===== src/rtl/dcache_ctrl.sv =====
// dcache_ctrl: lookup, store-hit, writeback and refill sequencer
// driving one two-way cache_table for a single LSU port.
module dcache_ctrl #(
  parameter int NUM_WAY        = 2,
  parameter int BYTES_PER_LINE = 16,
  parameter int NUM_LINE       = 256,
  parameter int OFFSET_WIDTH   = $clog2(BYTES_PER_LINE),
  parameter int INDEX_WIDTH    = $clog2(NUM_LINE),
  parameter int TAG_WIDTH      = 32 - OFFSET_WIDTH - INDEX_WIDTH,
  parameter int WORDS          = BYTES_PER_LINE / 4,
  parameter int BANK_NUM_WIDTH = $clog2(WORDS),
  parameter int BITS_PER_LINE  = BYTES_PER_LINE * 8
) (
  input  logic                      clk,
  input  logic                      reset,
  input  logic                      req_valid,
  output logic                      req_ready,
  input  logic                      req_wr,
  input  logic [31:0]               req_addr,
  input  logic [31:0]               req_wdata,
  input  logic [3:0]                req_wstrb,
  output logic                      resp_valid,
  output logic [31:0]               resp_rdata,
  output logic                      rd_req,
  input  logic                      rd_rdy,
  output logic [31:0]               rd_addr,
  input  logic                      ret_valid,
  input  logic [31:0]               ret_data,
  output logic                      wr_req,
  input  logic                      wr_rdy,
  output logic [31:0]               wr_addr,
  output logic [BITS_PER_LINE-1:0]  wr_data,
  output logic [INDEX_WIDTH-1:0]    tbl_index,
  output logic [TAG_WIDTH-1:0]      tbl_tag,
  output logic [BANK_NUM_WIDTH-1:0] tbl_bank_num,
  output logic [NUM_WAY-1:0]        tbl_sel_way,
  output logic                      tbl_write,
  output logic [NUM_WAY-1:0]        tbl_write_way,
  output logic                      tbl_tv_write,
  output logic [31:0]               tbl_write_data,
  output logic [3:0]                tbl_write_strb,
  output logic                      tbl_d_write,
  input  logic [NUM_WAY-1:0]        tbl_hit_way,
  input  logic [31:0]               tbl_rdata,
  input  logic [BITS_PER_LINE-1:0]  tbl_read_line,
  input  logic [TAG_WIDTH-1:0]      tbl_read_tag,
  input  logic                      tbl_dirty
);

  typedef enum logic [2:0] {
    IDLE, LOOKUP, MISS, WB, RD, REFILL, DONE
  } state_e;

  localparam int IHI = OFFSET_WIDTH + INDEX_WIDTH - 1;

  state_e                    state_q, state_d;
  logic [TAG_WIDTH-1:0]      tag_q;
  logic [INDEX_WIDTH-1:0]    idx_q;
  logic [BANK_NUM_WIDTH-1:0] bank_q;
  logic                      wr_q;
  logic [31:0]               wdata_q;
  logic [3:0]                wstrb_q;
  logic [NUM_WAY-1:0]        rr_q, rr_d;
  logic [BANK_NUM_WIDTH-1:0] cnt_q, cnt_d;
  logic [31:0]               rword_q, rword_d;
  logic [31:0]               merged;
  logic                      accept;
  logic                      hit;
  logic                      unused_addr;

  assign unused_addr = ^req_addr[1:0];
  assign hit = |tbl_hit_way;

  always_comb begin
    merged = ret_data;
    for (int b = 0; b < 4; b++) begin
      if (wr_q && cnt_q == bank_q && wstrb_q[b])
        merged[8*b +: 8] = wdata_q[8*b +: 8];
    end
  end

  always_comb begin
    state_d        = state_q;
    rr_d           = rr_q;
    cnt_d          = cnt_q;
    rword_d        = rword_q;
    req_ready      = 1'b0;
    resp_valid     = 1'b0;
    resp_rdata     = '0;
    rd_req         = 1'b0;
    rd_addr        = '0;
    wr_req         = 1'b0;
    wr_addr        = '0;
    wr_data        = '0;
    tbl_index      = '0;
    tbl_tag        = '0;
    tbl_bank_num   = '0;
    tbl_sel_way    = '0;
    tbl_write      = 1'b0;
    tbl_write_way  = '0;
    tbl_tv_write   = 1'b0;
    tbl_write_data = '0;
    tbl_write_strb = '0;
    tbl_d_write    = 1'b0;
    accept         = 1'b0;
    if (!reset) begin
      tbl_index    = idx_q;
      tbl_tag      = tag_q;
      tbl_bank_num = bank_q;
      unique case (state_q)
        IDLE: begin
          req_ready = 1'b1;
          if (req_valid) state_d = LOOKUP;
        end
        LOOKUP: begin
          // victim dirty bit must be read here for MISS to see it
          tbl_sel_way = rr_q;
          if (hit && !wr_q) begin
            resp_valid = 1'b1;
            resp_rdata = tbl_rdata;
            req_ready  = 1'b1;
            state_d    = req_valid ? LOOKUP : IDLE;
          end else if (hit) begin
            tbl_write      = 1'b1;
            tbl_write_way  = tbl_hit_way;
            tbl_write_data = wdata_q;
            tbl_write_strb = wstrb_q;
            tbl_d_write    = 1'b1;
            resp_valid     = 1'b1;
            state_d        = IDLE;
          end else begin
            state_d = MISS;
          end
        end
        MISS: begin
          tbl_sel_way = rr_q;
          state_d     = tbl_dirty ? WB : RD;
        end
        WB: begin
          tbl_sel_way = rr_q;
          wr_req      = 1'b1;
          wr_addr     = {tbl_read_tag, idx_q, {OFFSET_WIDTH{1'b0}}};
          wr_data     = tbl_read_line;
          if (wr_rdy) state_d = RD;
        end
        RD: begin
          tbl_sel_way = rr_q;
          rd_req      = 1'b1;
          rd_addr     = {tag_q, idx_q, {OFFSET_WIDTH{1'b0}}};
          if (rd_rdy) begin
            state_d = REFILL;
            cnt_d   = '0;
          end
        end
        REFILL: begin
          tbl_sel_way  = rr_q;
          tbl_bank_num = cnt_q;
          if (ret_valid) begin
            tbl_write      = 1'b1;
            tbl_write_way  = rr_q;
            tbl_tv_write   = 1'b1;
            tbl_write_data = merged;
            tbl_write_strb = 4'hF;
            tbl_d_write    = wr_q;
            if (cnt_q == bank_q) rword_d = ret_data;
            if (cnt_q == BANK_NUM_WIDTH'(WORDS - 1)) begin
              state_d = DONE;
              cnt_d   = '0;
              rr_d    = {rr_q[NUM_WAY-2:0], rr_q[NUM_WAY-1]};
            end else begin
              cnt_d = cnt_q + 1'b1;
            end
          end
        end
        DONE: begin
          resp_valid = 1'b1;
          resp_rdata = wr_q ? '0 : rword_q;
          state_d    = IDLE;
        end
        default: state_d = IDLE;
      endcase
      accept = req_valid & req_ready;
      if (accept) begin
        tbl_index    = req_addr[IHI:OFFSET_WIDTH];
        tbl_tag      = req_addr[31:IHI+1];
        tbl_bank_num = req_addr[OFFSET_WIDTH-1:2];
      end
    end
  end

  always_ff @(posedge clk) begin
    if (reset) begin
      state_q <= IDLE;
      rr_q    <= NUM_WAY'(1);
      cnt_q   <= '0;
      rword_q <= '0;
      tag_q   <= '0;
      idx_q   <= '0;
      bank_q  <= '0;
      wr_q    <= 1'b0;
      wdata_q <= '0;
      wstrb_q <= '0;
    end else begin
      state_q <= state_d;
      rr_q    <= rr_d;
      cnt_q   <= cnt_d;
      rword_q <= rword_d;
      if (accept) begin
        tag_q   <= req_addr[31:IHI+1];
        idx_q   <= req_addr[IHI:OFFSET_WIDTH];
        bank_q  <= req_addr[OFFSET_WIDTH-1:2];
        wr_q    <= req_wr;
        wdata_q <= req_wdata;
        wstrb_q <= req_wstrb;
      end
    end
  end

endmodule


===== config.mk =====
export PLATFORM = sky130hd
export DESIGN_NAME = dcache_ctrl
export DESIGN_NICKNAME = d
export VERILOG_FILES = /design/src/rtl/dcache_ctrl.sv
export SDC_FILE = /design/constraint.sdc
export NUM_CORES = 1
export LEC_CHECK = 0
export BUFFER_PORTS_ARGS = -buffer_cell sky130_fd_sc_hd__buf_2
export CAP_MARGIN = 40
export CORE_AREA = 2 2 231 233
export DETAILED_ROUTE_END_ITERATION = 10
export DIE_AREA = 0 0 233 235
export SYNTH_ARGS = -nofsm -noshare
export SYNTH_HDL_FRONTEND = slang
export SYNTH_SLANG_ARGS = --single-unit

===== constraint.sdc =====
create_clock -name clk -period 2.2 [get_ports clk]
set_clock_uncertainty 0.15 [all_clocks]
set_input_delay 0.22 -clock clk [delete_from_list [all_inputs] [get_ports clk]]
set_output_delay 0.22 -clock clk [all_outputs]
set_load 0.01 [all_outputs]

==> flow_summary.json, run 1 <==
{
  "post-route-drc-count": 0,
  "synthDominantCellAreaShare_pct": 33.9,
  "layout.cells.non_filler": 2209,
  "critical_path.slowest_cell": "sky130_fd_sc_hd__dfxtp_2",
  "p_per_area_nw_per_um2": 403,
  "post-route-cell-area_sq_um": 14000,
  "cts_num_sinks": 106,
  "ys.warnings.count": 0,
  "initialDrtViolationCount": 574,
  "ctsRootBufferMaster": "sky130_fd_sc_hd__clkbuf_16",
  "fraction_of_final_layout_cells_sized_beyond_drive_strength_1_pct": 56.9,
  "worst_r2r_startpoint": "wr_q$_SDFFE_PP0P_",
  "synth_register_bits": 106,
  "synthXorXnorAreaFrac_pct": 0.280,
  "number_of_global_route_vias_before_repair": 8720,
  "timing.hold.worst.start": "tbl_dirty",
  "ys_async_sr_fraction_pct": 0,
  "post-place-ws_ns": 0.0784,
  "hold_path.class": "input port to register",
  "reg2reg_to": "wdata_q[11]$_SDFFE_PP0P_",
  "boundaryPins": 591,
  "post_synth_instance_area_sq_um": 6250,
  "final.period_utilization_pct": 110,
  "rsz0062_at_grt": "yes",
  "worst_hold_slack_ns": 0.0770,
  "place.detailed.instances": 2010,
  "cp-end-kind": "output pin",
  "cp_top_family": "compound AO/OA/AOI/OAI gates",
  "std_cell_rows": 84,
  "synth_top_flop_cell": "sky130_fd_sc_hd__dfxtp_1",
  "postRouteWirelength_mm": 50.1,
  "clock.fmax_ghz": 0.411,
  "maxCapViolCount": 0,
  "routabilityCongestion": 0.958,
  "path_buf_inv": 2,
  "nets": 1797,
  "mux_share_of_post_synthesis_cell_area_pct": 0.520,
  "drt_first_pass_iters": 7,
  "synth.lib_cells_used.distinct": 47,
  "synth_top_cells_by_area": "sky130_fd_sc_hd__dfxtp_1 34%, sky130_fd_sc_hd__and2_1 19%, sky130_fd_sc_hd__a22o_1 17%",
  "hold_end": "state_q[2]$_SDFFE_PP0P_",
  "die_h_um": 235,
  "final-max-slew-violation-count": 0,
  "clock_path_buffers": 2,
  "post_drt_via_cell_ratio": 4.23,
  "finalWorstSetupSlack_ns": -0.231,
  "holdPathStages": 4,
  "critPathMaxFanout": 17,
  "post_synth_and_or_nand_nor_area_fraction_pct": 29.2,
  "synth_edf_count": 0,
  "synth_compound_gate_area_share_pct": 29.0,
  "worst_ep_arrival_time_ns": 2.06,
  "violations_in_the_final_reports": "setup timing",
  "syn_avg_cell_area_sq_um": 8.22,
  "timing.critical_path.cells": "o21bai_4 > a211oi_2 > and3_4 > bufbuf_16 > a22o_1 > buf_2",
  "required_time_of_the_critical_path_ns": 1.83,
  "grt_max_degree": 37,
  "finish.utilization_pct": 26.7,
  "detail_route.wl_per_cell_um": 22.7,
  "route.antenna.remaining_nets": 0,
  "insertion_delay_ns": 0.38,
  "antenna_found_initial": 18,
  "cts.reportedPaths.clkPinSlew_ns": 0.07,
  "area_growth_pct": 123,
  "total_routing_resource_utilization_after_global_routing_pct": 15.9,
  "final_hold_viol_count": 0,
  "synth_adder_area_share_pct": 0.200,
  "detailedPlacementHpwl_mm": 33.1,
  "synthCells": 760,
  "die_width_um": 233,
  "cts_tree": "done",
  "wire_length_of_the_first_global_routing_pass_mm": 61.5,
  "report.final.setup_viol": 304,
  "ff2ff_path_depth": 9,
  "outcome": "finished, violations left",
  "p_leak_nw": 6.69,
  "critical_path_class": "register to output pin",
  "start_util_pct": 12.0,
  "globalRoute.totalOverflow": 0,
  "post-synth-top-area-cell": "sky130_fd_sc_hd__dfxtp_1",
  "reg2reg_slack_ns": -0.11,
  "vdd_drop_max_mv": 0.385,
  "total_vias_in_the_final_route": 9338,
  "postPlaceCellArea_sq_um": 10300,
  "htree_num_levels": 3,
  "synth.yosys.seq_area_share_pct": 33.9,
  "worstSetupStartpointType": "register",
  "portBuffers": 580,
  "synth_top_family_by_area": "simple AND/OR/NAND/NOR gates",
  "finalCriticalPeriod_ns": 2.43,
  "core_region_area_sq_um": 52200,
  "max_stage_delay_ns": 0.33,
  "numCtsBuffers": 9,
  "area_of_the_die_sq_um": 54800
}
==> worst max-delay path by stage <==
stage                       startpoint                  to  depth (start not counted)
6_report             wr_q$_SDFFE_PP0P_        tbl_index[4]                          6
5_1_grt              wr_q$_SDFFE_PP0P_        tbl_index[4]                          6
4_1_cts        state_q[2]$_SDFFE_PP0P_        wr_data[118]                          9
3_5_place_dp                 ret_valid  tbl_write_data[21]                          7
3_3_place_gp   state_q[0]$_SDFFE_PP0P_   tbl_write_data[9]                          5
2_1_floorplan        wr_q$_SDFFE_PP0P_     tbl_bank_num[0]                          7
==> layer usage <==
metal  track usage, %  vias up  routed length (um)
met4             6.27        8                2060
met2             23.0      589               21000
li1                 -     4183                   -
met1             20.2     4452               20900
met3             7.27      106                6050
met5                0        -                  48
==> layout make-up <==
cell class | count | area (sq um)
fillers | 5557 | 38300
repair buffers | 807 | 6380
multi-input cells | 580 | 4250
flip-flops and latches | 106 | 2130
well taps | 688 | 861
clock buffers | 12 | 267
clock inverters | 4 | 48.8
diodes | 10 | 25.0
inverters | 2 | 7.51
==> through the flow <==
step,power (W),setup TNS [ns]
after floorplan,0.00263,0
after global placement,0.00323,0
after detailed placement,0.00323,0
after CTS,0.00542,-36.77
after global routing,0.00585,-53.97
final,0.00563,-32.47
==> repair_timing <==
action | in CTS | in global routing
buffers inserted | 23 | 27
resized for setup | 151 | 163
pin swaps | 56 | 55
hold buffers | 100 | 0
gates cloned | 16 | 14
endpoints found under the hold margin | 100 | 0
endpoints found under the setup margin | 284 | 314
==> state kept, by name, indices dropped and copies added, names as in the netlist, 2 cells and up <==
name	cells
tag_q	20
cnt_q	2
rr_q	2
idx_q	8
rword_q	32
wstrb_q	4
bank_q	2
wdata_q	32
state_q	3
==> cells by family after synthesis <==
logic type | after synthesis
flip-flops | 106
multiplexers | 3
AND/OR/NAND/NOR | 336
AO/OA/AOI/OAI | 230
other | 1
adder cells (fa/ha/maj) | 1
XOR/XNOR | 2
buffers and inverters | 81
==> synthesized netlist by cell type, drive strengths merged (2+ instances only) <==
master	count
a211oi	2
a21oi	45
a22o	121
a22oi	34
a31oi	3
a32o	8
and2	192
and3	2
and3b	2
buf	41
clkbuf	38
dfxtp	106
inv	2
mux2	2
nand2	73
nand2b	4
nand3	6
nand3b	2
nand4	4
nor2	42
nor2b	2
nor3	3
o21a	4
o21ai	6
o21bai	2
xnor2	2
==> worst reg2reg max path, cell delays in order (launching register included) <==
cell                        delay [ns]
sky130_fd_sc_hd__dfxtp_2          0.33
sky130_fd_sc_hd__o21bai_4         0.17
sky130_fd_sc_hd__a211oi_2         0.24
sky130_fd_sc_hd__and3_4           0.31
sky130_fd_sc_hd__buf_4            0.15
sky130_fd_sc_hd__clkbuf_16        0.13
sky130_fd_sc_hd__buf_2            0.19
sky130_fd_sc_hd__buf_4            0.16
sky130_fd_sc_hd__buf_12           0.20
sky130_fd_sc_hd__a22o_1           0.21
==> report_power, final <==
part	switching [W]	leakage, nW	internal [W]	total [W]
sequential	0.0000963	0.868	0.00203	0.00213
combinational	0.000800	5.66	0.000917	0.00172
clock	0.000817	0.159	0.000974	0.00179
total	0.00171	6.69	0.00392	0.00563
==> cell usage in the layout, fill, tap and decap left out, types with 4 or more instances in the layout <==
| cell | synthesis | routed |
|---|---|---|
| sky130_fd_sc_hd__buf_12 | 0 | 24 |
| sky130_fd_sc_hd__conb_1 | 1 | 8 |
| sky130_fd_sc_hd__diode_2 | 0 | 10 |
| sky130_fd_sc_hd__nand2_1 | 72 | 70 |
| sky130_fd_sc_hd__a21oi_4 | 0 | 5 |
| sky130_fd_sc_hd__buf_6 | 4 | 104 |
| sky130_fd_sc_hd__nor2_4 | 0 | 15 |
| sky130_fd_sc_hd__buf_8 | 0 | 10 |
| sky130_fd_sc_hd__a22oi_2 | 0 | 12 |
| sky130_fd_sc_hd__a21oi_1 | 38 | 38 |
| sky130_fd_sc_hd__dfxtp_1 | 106 | 101 |
| sky130_fd_sc_hd__nor2_1 | 42 | 25 |
| sky130_fd_sc_hd__dlygate4sd3_1 | 0 | 100 |
| sky130_fd_sc_hd__a32o_1 | 8 | 6 |
| sky130_fd_sc_hd__a22o_1 | 121 | 121 |
| sky130_fd_sc_hd__o21a_1 | 4 | 4 |
| sky130_fd_sc_hd__dfxtp_2 | 0 | 4 |
| sky130_fd_sc_hd__buf_2 | 22 | 487 |
| sky130_fd_sc_hd__nand3_1 | 6 | 4 |
| sky130_fd_sc_hd__nand4_1 | 4 | 4 |
| sky130_fd_sc_hd__a22oi_1 | 34 | 22 |
| sky130_fd_sc_hd__clkbuf_16 | 0 | 21 |
| sky130_fd_sc_hd__o21ai_0 | 4 | 4 |
| sky130_fd_sc_hd__buf_4 | 15 | 55 |
| sky130_fd_sc_hd__and2_4 | 0 | 71 |
| sky130_fd_sc_hd__and2_1 | 192 | 120 |
| sky130_fd_sc_hd__buf_16 | 0 | 12 |
(Power assumes the default switching activity.)
==> run 2, diff against run 1 <==
BUFFER_PORTS_ARGS = unset   (was -buffer_cell sky130_fd_sc_hd__buf_2)
CORE_AREA = 2 2 229 231   (was 2 2 231 233)
DIE_AREA = 0 0 231 233   (was 0 0 233 235)
DONT_BUFFER_PORTS = 1   (was unset)
==> flow_summary.json, run 2 (synthesis results as in run 1) <==
{
  "outcome": "finished, violations left",
  "violations_in_the_final_reports": "setup timing",
  "post-place-ws_ns": 0.0683,
  "finalCriticalPeriod_ns": 2.36,
  "start_util_pct": 12.2,
  "vdd_drop_max_mv": 0.334,
  "fraction_of_final_layout_cells_sized_beyond_drive_strength_1_pct": 42.9,
  "globalRoute.totalOverflow": 0,
  "fill_cells": 5553,
  "p_per_area_nw_per_um2": 486,
  "max_stage_delay_ns": 0.35,
  "clock.fmax_ghz": 0.425,
  "worstSetupStartpointType": "register",
  "postRouteWirelength_mm": 42.9,
  "critPathMaxFanout": 8,
  "setup-tns-final_ns": -11.11,
  "cp-end-kind": "output pin",
  "clock_path_buffers": 2,
  "detailedPlacementHpwl_mm": 27.5,
  "die_width_um": 231,
  "drt_first_pass_iters": 5,
  "number_of_global_route_vias_before_repair": 6475,
  "startpoint": "wr_q$_SDFFE_PP0P_",
  "final_hold_viol_count": 0,
  "p_leak_nw": 4.18,
  "rsz0062_at_grt": "yes",
  "worst_ep_arrival_time_ns": 1.99,
  "area_growth_pct": 72.8,
  "finish.utilization_pct": 21.1,
  "route.antenna.remaining_nets": 0,
  "std_cell_rows": 83,
  "htree_num_levels": 3,
  "nets": 1205,
  "worst_hold_slack_ns": 0.0430,
  "finalWorstSetupSlack_ns": -0.155,
  "post-route-drc-count": 0,
  "boundaryPins": 591,
  "critical_path_class": "register to output pin",
  "final.period_utilization_pct": 107,
  "wire_length_of_the_first_global_routing_pass_mm": 50.1,
  "numCtsBuffers": 9,
  "timing.critical_path.cells": "o21bai_4 > a211oi_4 > buf_6 > a21oi_4 > buf_12 > clkbuf_16 > a22o_4",
  "post_drt_via_cell_ratio": 4.32,
  "report.final.setup_viol": 184,
  "ctsRootBufferMaster": "sky130_fd_sc_hd__clkbuf_16",
  "core_region_area_sq_um": 51100,
  "portBuffers": 0,
  "largestRegisters": "rword_q x32, wdata_q x32, tag_q x20",
  "die_h_um": 233,
  "grt_max_degree": 47,
  "most-common-layout-cells": "146 x sky130_fd_sc_hd__and2_4, 103 x sky130_fd_sc_hd__dlygate4sd3_1, 99 x sky130_fd_sc_hd__dfxtp_1, 88 x sky130_fd_sc_hd__a22o_1, 70 x sky130_fd_sc_hd__nand2_1",
  "critical_path.slowest_cell": "sky130_fd_sc_hd__dfxtp_2",
  "maxCapViolCount": 0,
  "timing.hold.worst.start": "wr_rdy",
  "initialDrtViolationCount": 377,
  "cts.reportedPaths.clkPinSlew_ns": 0.09,
  "antenna_found_initial": 13,
  "hold_path.class": "input port to register",
  "insertion_delay_ns": 0.40,
  "required_time_of_the_critical_path_ns": 1.83,
  "cts_num_sinks": 106,
  "layout.cells.most_common": "sky130_fd_sc_hd__and2_4",
  "total_routing_resource_utilization_after_global_routing_pct": 13.5,
  "cts_tree": "done",
  "final-max-slew-violation-count": 0,
  "total_vias_in_the_final_route": 6955,
  "worst_r2r_startpoint": "wr_q$_SDFFE_PP0P_",
  "routabilityCongestion": 0.989,
  "area_of_the_die_sq_um": 53800,
  "detail_route.wl_per_cell_um": 26.6
}
## run 2: stage by stage
stage,instance area [sq um],power [W],instances
final,10800,0.00524,1610
after global routing,10800,0.00549,1605
after CTS,9610,0.00510,1564
after detailed placement,7200,0.00280,1414
after global placement,7200,0.00279,1414
after floorplan,6280,0.00263,767
## run 2: worst paths after layout
kind	cells after the start	endpoint	slack, ns
worst min register to register	2	rword_q[16]$_SDFFE_PP0P_	0.32
worst min-delay path	3	state_q[1]$_SDFFE_PP0P_	0.04
worst max-delay path	7	tbl_index[3]	-0.16
worst max register to register	7	wdata_q[3]$_SDFFE_PP0P_	0.02
## run 2: what timing repair did
item / 4_1_cts / 5_1_grt
endpoints found under the setup margin: 267 / 272
hold buffers: 105 / 0
endpoints found under the hold margin: 106 / 0
pin swaps: 44 / 100
gates resized for setup: 190 / 157
setup buffers: 19 / 14
cloned: 10 / 21
## run 2: area by class of cell
type	count	area [sq um]	share of cell area (%)
antenna	11	27.5	0.255
clock buffer	9	225	2.09
clock inverter	7	96.3	0.892
inverter	2	7.51	0.0695
multi-input combinational	580	4690	43.4
sequential	106	2130	19.8
tap	680	851	7.88
timing repair buffer	215	2770	25.7
## run 2: worst max-delay path: cells and delay by family, from the launching register on
kind / cells / cell delay [ns]
buffers and inverters: 3 / 0.47
DFF: 1 / 0.35
AOI/OAI and AO/OA: 4 / 0.76
## run 2: routing by layer
| metal | GRT usage [%] | routed length, um |
|---|---|---|
| met4 | 4.03 | 1170 |
| met3 | 6.47 | 4640 |
| met2 | 20.5 | 19200 |
| met5 | 2.67 | 0 |
| met1 | 16.5 | 17900 |
## run 2: power by group
group,leakage [nW],total (W),internal [W],switching (W)
logic,3.16,0.00122,0.000634,0.000590
clock network,0.156,0.00189,0.000843,0.00104
registers,0.869,0.00213,0.00203,0.000105
